[config.mk]
export PLATFORM = sky130hd
export DESIGN_NAME = seven_seg_scan
export DESIGN_NICKNAME = d
export VERILOG_FILES = /design/src/rtl/seven_seg_pkg.sv /design/src/rtl/seven_seg_decoder.sv /design/src/rtl/seven_seg_scan.sv
export SDC_FILE = /design/constraint.sdc
export NUM_CORES = 1
export LEC_CHECK = 0
export CORE_MARGIN = 2
export CORE_UTILIZATION = 35
export CTS_CLUSTER_SIZE = 8
export DETAILED_ROUTE_END_ITERATION = 7
export PLACE_DENSITY = 0.64
export SLEW_MARGIN = 10
export SYNTH_ARGS = -nofsm -noshare
export SYNTH_HDL_FRONTEND = slang
export SYNTH_SLANG_ARGS = --single-unit
[constraint.sdc]
create_clock -name clk -period 2.6 [get_ports clk]
set_input_delay 0.52 -clock clk [delete_from_list [all_inputs] [get_ports clk]]
set_output_delay 0.52 -clock clk [all_outputs]
set_load 0.05 [all_outputs]
[src/rtl/seven_seg_pkg.sv]
// Shared constants and helpers for the multiplexed seven-segment scanner.
package seven_seg_pkg;

    // Active-high {g,f,e,d,c,b,a} patterns, entry i is hex digit i.
    localparam logic [15:0][6:0] SEG_TABLE = {
        7'b1110001,  // F
        7'b1111001,  // E
        7'b1011110,  // d
        7'b0111001,  // C
        7'b1111100,  // b
        7'b1110111,  // A
        7'b1101111,  // 9
        7'b1111111,  // 8
        7'b0000111,  // 7
        7'b1111101,  // 6
        7'b1101101,  // 5
        7'b1100110,  // 4
        7'b1001111,  // 3
        7'b1011011,  // 2
        7'b0000110,  // 1
        7'b0111111   // 0
    };

    // All segments dark, active-high form.
    localparam logic [6:0] SEG_OFF = 7'b0000000;

    // Convert an active-high pattern to the board's drive polarity.
    function automatic logic [6:0] apply_polarity(input logic [6:0] pat, input bit active_low);
        return active_low ? ~pat : pat;
    endfunction

endpackage

[src/rtl/seven_seg_decoder.sv]
// Hex nibble to active-high seven-segment pattern, purely combinational.
module seven_seg_decoder
    import seven_seg_pkg::*;
(
    input  logic [3:0] val_i,
    output logic [6:0] pat_o
);

    assign pat_o = SEG_TABLE[val_i];

endmodule

[src/rtl/seven_seg_scan.sv]
// Time-multiplexed driver for N_DIGITS seven-segment digits: holds one hex
// nibble per digit, rotates through them every REFRESH_DIV cycles and drives
// registered segment/anode outputs.
module seven_seg_scan
    import seven_seg_pkg::*;
#(
    parameter int N_DIGITS    = 8,
    parameter int REFRESH_DIV = 100000,
    parameter bit ACTIVE_LOW  = 1'b1
) (
    input  logic                        clk,
    input  logic                        reset,
    input  logic                        en,
    input  logic                        wr_en,
    input  logic [$clog2(N_DIGITS)-1:0] wr_addr,
    input  logic [3:0]                  wr_data,
    input  logic [N_DIGITS-1:0]         blank_mask,
    output logic [6:0]                  seg,
    output logic [N_DIGITS-1:0]         anode,
    output logic [$clog2(N_DIGITS)-1:0] digit_idx
);

    localparam int AW = $clog2(N_DIGITS);
    localparam int PW = $clog2(REFRESH_DIV);
    localparam logic [AW:0]           N_LIMIT   = (AW+1)'(N_DIGITS);
    localparam logic [AW-1:0]         IDX_LAST  = AW'(N_DIGITS - 1);
    localparam logic [PW-1:0]         PRE_LAST  = PW'(REFRESH_DIV - 1);
    localparam logic [N_DIGITS-1:0]   ANODE_OFF = {N_DIGITS{ACTIVE_LOW}};

    if (N_DIGITS < 2 || N_DIGITS > 16) begin : g_bad_n_digits
        $error("seven_seg_scan: N_DIGITS must be in 2..16");
    end
    if (REFRESH_DIV < 2) begin : g_bad_refresh_div
        $error("seven_seg_scan: REFRESH_DIV must be at least 2");
    end

    logic [3:0]          digits_q [N_DIGITS];
    logic [PW-1:0]       presc_q, presc_d;
    logic [AW-1:0]       idx_q, idx_d;
    logic [6:0]          seg_q, seg_d;
    logic [N_DIGITS-1:0] anode_q, anode_d;
    logic                wr_hit;
    logic                lit;
    logic [6:0]          pat;

    // Addresses beyond the last digit (non power-of-two counts) are dropped.
    assign wr_hit = wr_en && ({1'b0, wr_addr} < N_LIMIT);

    // Digit storage: one nibble per digit, cleared by reset.
    always_ff @(posedge clk or posedge reset) begin
        if (reset) begin
            for (int i = 0; i < N_DIGITS; i++) digits_q[i] <= 4'h0;
        end else if (wr_hit) begin
            digits_q[wr_addr] <= wr_data;
        end
    end

    // Prescaler and scan index advance only while enabled; both hold otherwise.
    always_comb begin
        presc_d = presc_q;
        idx_d   = idx_q;
        if (en) begin
            if (presc_q == PRE_LAST) begin
                presc_d = '0;
                idx_d   = (idx_q == IDX_LAST) ? '0 : idx_q + 1'b1;
            end else begin
                presc_d = presc_q + 1'b1;
            end
        end
    end

    // Scan state registers.
    always_ff @(posedge clk or posedge reset) begin
        if (reset) begin
            presc_q <= '0;
            idx_q   <= '0;
        end else begin
            presc_q <= presc_d;
            idx_q   <= idx_d;
        end
    end

    seven_seg_decoder u_decoder (
        .val_i (digits_q[idx_q]),
        .pat_o (pat)
    );

    // Next output drive from the current digit, mask and enable.
    always_comb begin
        logic [N_DIGITS-1:0] act;
        lit = en && !blank_mask[idx_q];
        act = '0;
        for (int i = 0; i < N_DIGITS; i++) begin
            act[i] = lit && (idx_q == AW'(i));
        end
        seg_d   = apply_polarity(lit ? pat : SEG_OFF, ACTIVE_LOW);
        anode_d = ACTIVE_LOW ? ~act : act;
    end

    // Output register: outputs lag the scan state by one cycle.
    always_ff @(posedge clk or posedge reset) begin
        if (reset) begin
            seg_q   <= apply_polarity(SEG_OFF, ACTIVE_LOW);
            anode_q <= ANODE_OFF;
        end else begin
            seg_q   <= seg_d;
            anode_q <= anode_d;
        end
    end

    assign seg       = seg_q;
    assign anode     = anode_q;
    assign digit_idx = idx_q;

endmodule
==> summary by stage <==
Logic synthesis
After synthesis the cells add up to 3330 sq um. The post-synthesis sequential area ratio is ~51%. The total of warnings raised by yosys is 0. The post-synth net total is between 200 and 300. Counting distinct cell types in the post-synthesis netlist gives 45.

The most instantiated flip-flop cell in the synthesis netlist is dfrtp_1. The number of synthesized register bits is 67. The share of synthesized flip-flops with an asynchronous set or reset is 100%. After synthesis, the largest area contributor takes up 39.0% of total cell area. The synthesized instance count is about 270.

Ranked by total cell area, the synthesized netlist is headed by dfrtp_1 39%, dfstp_2 12%, mux2_2 11%. The post-synthesis average cell area is approximately 13 sq um. In this run, synthesis inferred 0 flip-flops with an integrated enable. Summed over all instances, the cell type with the most area after synthesis is dfrtp_1.

Clocking
The number of post-CTS setup repair buffers is 0. The post-CTS clock slew at the launch and capture registers of the worst setup and hold paths is about 0.080 ns. The number of H-tree branching levels is 3. The insertion delay to the later sink of the worst-skew pair is around 0.34 ns. The CTS tree is done. The number of gates given a new drive strength after cts is 0.

The TritonCTS buffer count is 9. For this design, the CTS-stage hold fixing added 0 buffers. CTS saw 67 sinks. The root buffer cell is clkbuf_8. The maximum number of buffers from clock root to sink is 2.

Timing
The summed negative setup slack over all endpoints is 0 ns. The peak clock frequency supported by timing is 0.407 GHz. The period utilization is between 90 and 100%. The worst path meets setup with between 0.1 and 0.15 ns of slack. For the final database, setup skew stands at 0.00830 ns. The final number of max-transition violations is 0. The relative slew slack is between 60% and 70%. The worst path needs between 2 and 2.5 ns of the cycle, external delays included. Setup repair after global routing left no endpoint under its margin. The final count of hold timing violations came to 0.

The setup violation total in the final timing report is 0. At the pin with the least slew margin, the transition time is 0.505 ns.

Critical path
Data on the critical path arrives at its endpoint at just under 2 ns. The required time at the worst-slack endpoint is 2.08 ns. Along the worst path, the maximum fanout reaches 11. STA classifies the critical path startpoint as a flop. The type of the setup path with the least slack is flop to output pin.

The cell with the largest stage delay on the worst path is clkdlybuf4s50_1. Traced cell by cell, the critical path runs through buf_4, clkdlybuf4s50_1. For this run, the slowest stage of the critical path takes roughly 0.8 ns. The capturing element type of the critical path is an output pin.

Layout
The final standard cell count with taps included and fillers excluded is about 450. The fraction of layout cells with a size suffix above 1 is between 20 and 30%. The most common library cell in the layout ignoring fill and taps is dfrtp_1. The number of antenna cells inserted is 0. The synthesis-to-layout area growth is 24.0%. The number of nets in the finished design is about 350. In the layout the commonest cells are 51 x dfrtp_1, 36 x clkdlybuf4s50_1, 34 x mux2_2.

Detailed routing
The average wire length per cell after detail routing is between 10 and 15 um. After detailed routing, the number of remaining DRC violations is 0. The first TritonRoute pass finished after 4 iterations. The via total after detailed routing is around 2,200.

The count of nets left with antenna violations once routing finished came out at 0. The routed wire length is approximately 6700 um. The average via count per standard cell is 4.87.

After the first detailed-routing iteration, the DRC count stood at around 120.

Placed design
The number of port buffers is 36. Including well taps, the total number of placed cells is approximately 430. The global placement routability congestion is 0.848. The detailed placement HPWL is between 4000 and 5000 um.

The placement-stage worst setup slack is around 0.27 ns.

Floorplanning
The die width is slightly above 100 um. The site row count is 35. The die covers just over 10,000 sq um. In this run the standard cell core region covers roughly 9000 sq um.

The initial utilization of the core area, before any placement, comes to about 36%. The die extent in y is just over 100 um. Pin placement for this block handled 37 I/O pins.

Run status
The flow ran to the end, and the final reports show no timing, DRC or antenna violations.

GRT
The total global routing overflow is 0. The number of global-route vias before repair is around 2,200. The first global-routing pass estimated roughly 11,000 um of wire. Entering global routing, the biggest net connects 68 pins. The initial antenna violation count was 0.

Across every metal layer, demand over resource in global routing totals between 10 and 15%.

Power and ir drop
The internal portion of the total power is 2180 uW. The analysis attributes to net switching a power of slightly above 800 uW. The power density over the cells is roughly 730 nW/um^2.

The worst supply voltage drop on vdd is roughly 0.26 mV. The sequential cell fraction of total power is ~45%. The standby leakage power is between 0.0015 and 0.002 uW. Of the total power, the clock network draws between 30% and 40%.

The share of total power in combinational logic is between 20 and 25%. Net switching is roughly 28% of the power.

Worst hold path
The min-delay analysis places its worst path in the category flop to flop.

Job
The number of maximum-capacitance constraint violations is 0.
-- layout make-up --
class	instances	area [sq um]
Tap cell	129	161
Sequential cell	67	1700
Fill cell	845	5100
Clock inverter	6	115
Inverter	10	40.0
Clock buffer	10	128
Timing Repair Buffer	48	463
Multi-Input combinational cell	179	1530
-- worst max-delay path: cells and delay by family, from the launching register on --
kind	cells	cell delay, ns
buf+inv	2	1.03
flops	1	0.56
-- path summary, 6_finish.rpt --
kind / start / endpoint / slack, ns / cells after the start
setup / recovery: digit_idx[0] / digit_idx[0] / 0.15 / 2
hold / removal: presc_q[11] / presc_q[11] / 0.50 / 1
setup reg to reg: digit_idx[0] / seg[3] / 0.25 / 7
hold reg to reg: presc_q[11] / presc_q[11] / 0.50 / 1
max in group asynchronous: reset / seg[1] / 1.72 / 3
min in group asynchronous: reset / presc_q[3] / 0.56 / 3
-- layer usage --
metal	GRT usage [%]	up-vias	routed length, um
met5	0	-	0
met4	3.43	0	69
met3	4.35	8	205
met2	22.8	43	3120
met1	19.8	1083	3320
li1	-	1051	-
-- power by group through the flow --
stage / Clock (uW) / Combinational (uW) / Sequential [uW]
3_5_place_dp: 0 / 611 / 1360
4_1_cts: 1090 / 612 / 1350
3_3_place_gp: 0 / 594 / 1370
6_report: 1060 / 606 / 1350
5_1_grt: 1140 / 671 / 1370
2_1_floorplan: 0 / 416 / 1380
-- cells by family after synthesis --
kind of cell | after synthesis | synth area share (%)
and+or+nand+nor | 81 | 12.4
muxes | 50 | 20.3
adders and majority gates | 13 | 4.88
xor gates and xnor gates | 14 | 3.68
AOI/OAI and AO/OA | 21 | 4.54
buffers and inverters | 19 | 3.34
DFF | 67 | 50.8
-- sequential cells by signal, indices dropped and copies added (netlist names) --
signal and cells:
anode 8, digits_q 32, digit_idx 3, presc_q 17
seg 7
-- synthesized netlist by cell type (2+ instances only) --
master,count
dfrtp_1,52
ha_1,13
inv_1,8
nor3b_1,3
xnor2_1,8
nor3_1,10
nand4_1,7
o221ai_1,4
nor2_1,13
nand4b_1,3
and3_1,4
a21oi_1,3
nand2_1,27
dfstp_2,15
nand2b_1,2
or3_1,2
mux2i_1,7
mux4_2,2
o21ai_0,5
mux4_1,6
buf_6,2
nand3_1,3
buf_2,5
mux2_2,34
xor2_1,6
a211oi_1,2
-- metrics by stage --
stage	hold WS [ns]	power [uW]	instance area, sq um	util, %
finish	0.501	3010	4140	44.8
global route	0.523	3180	4140	44.8
CTS	0.504	3040	4140	44.8
detailed placement	0.487	1970	3890	42.1
global placement	0.482	1960	3890	42.1
floorplan	0.460	1800	3340	-
Power figures use the tool's default switching activity.
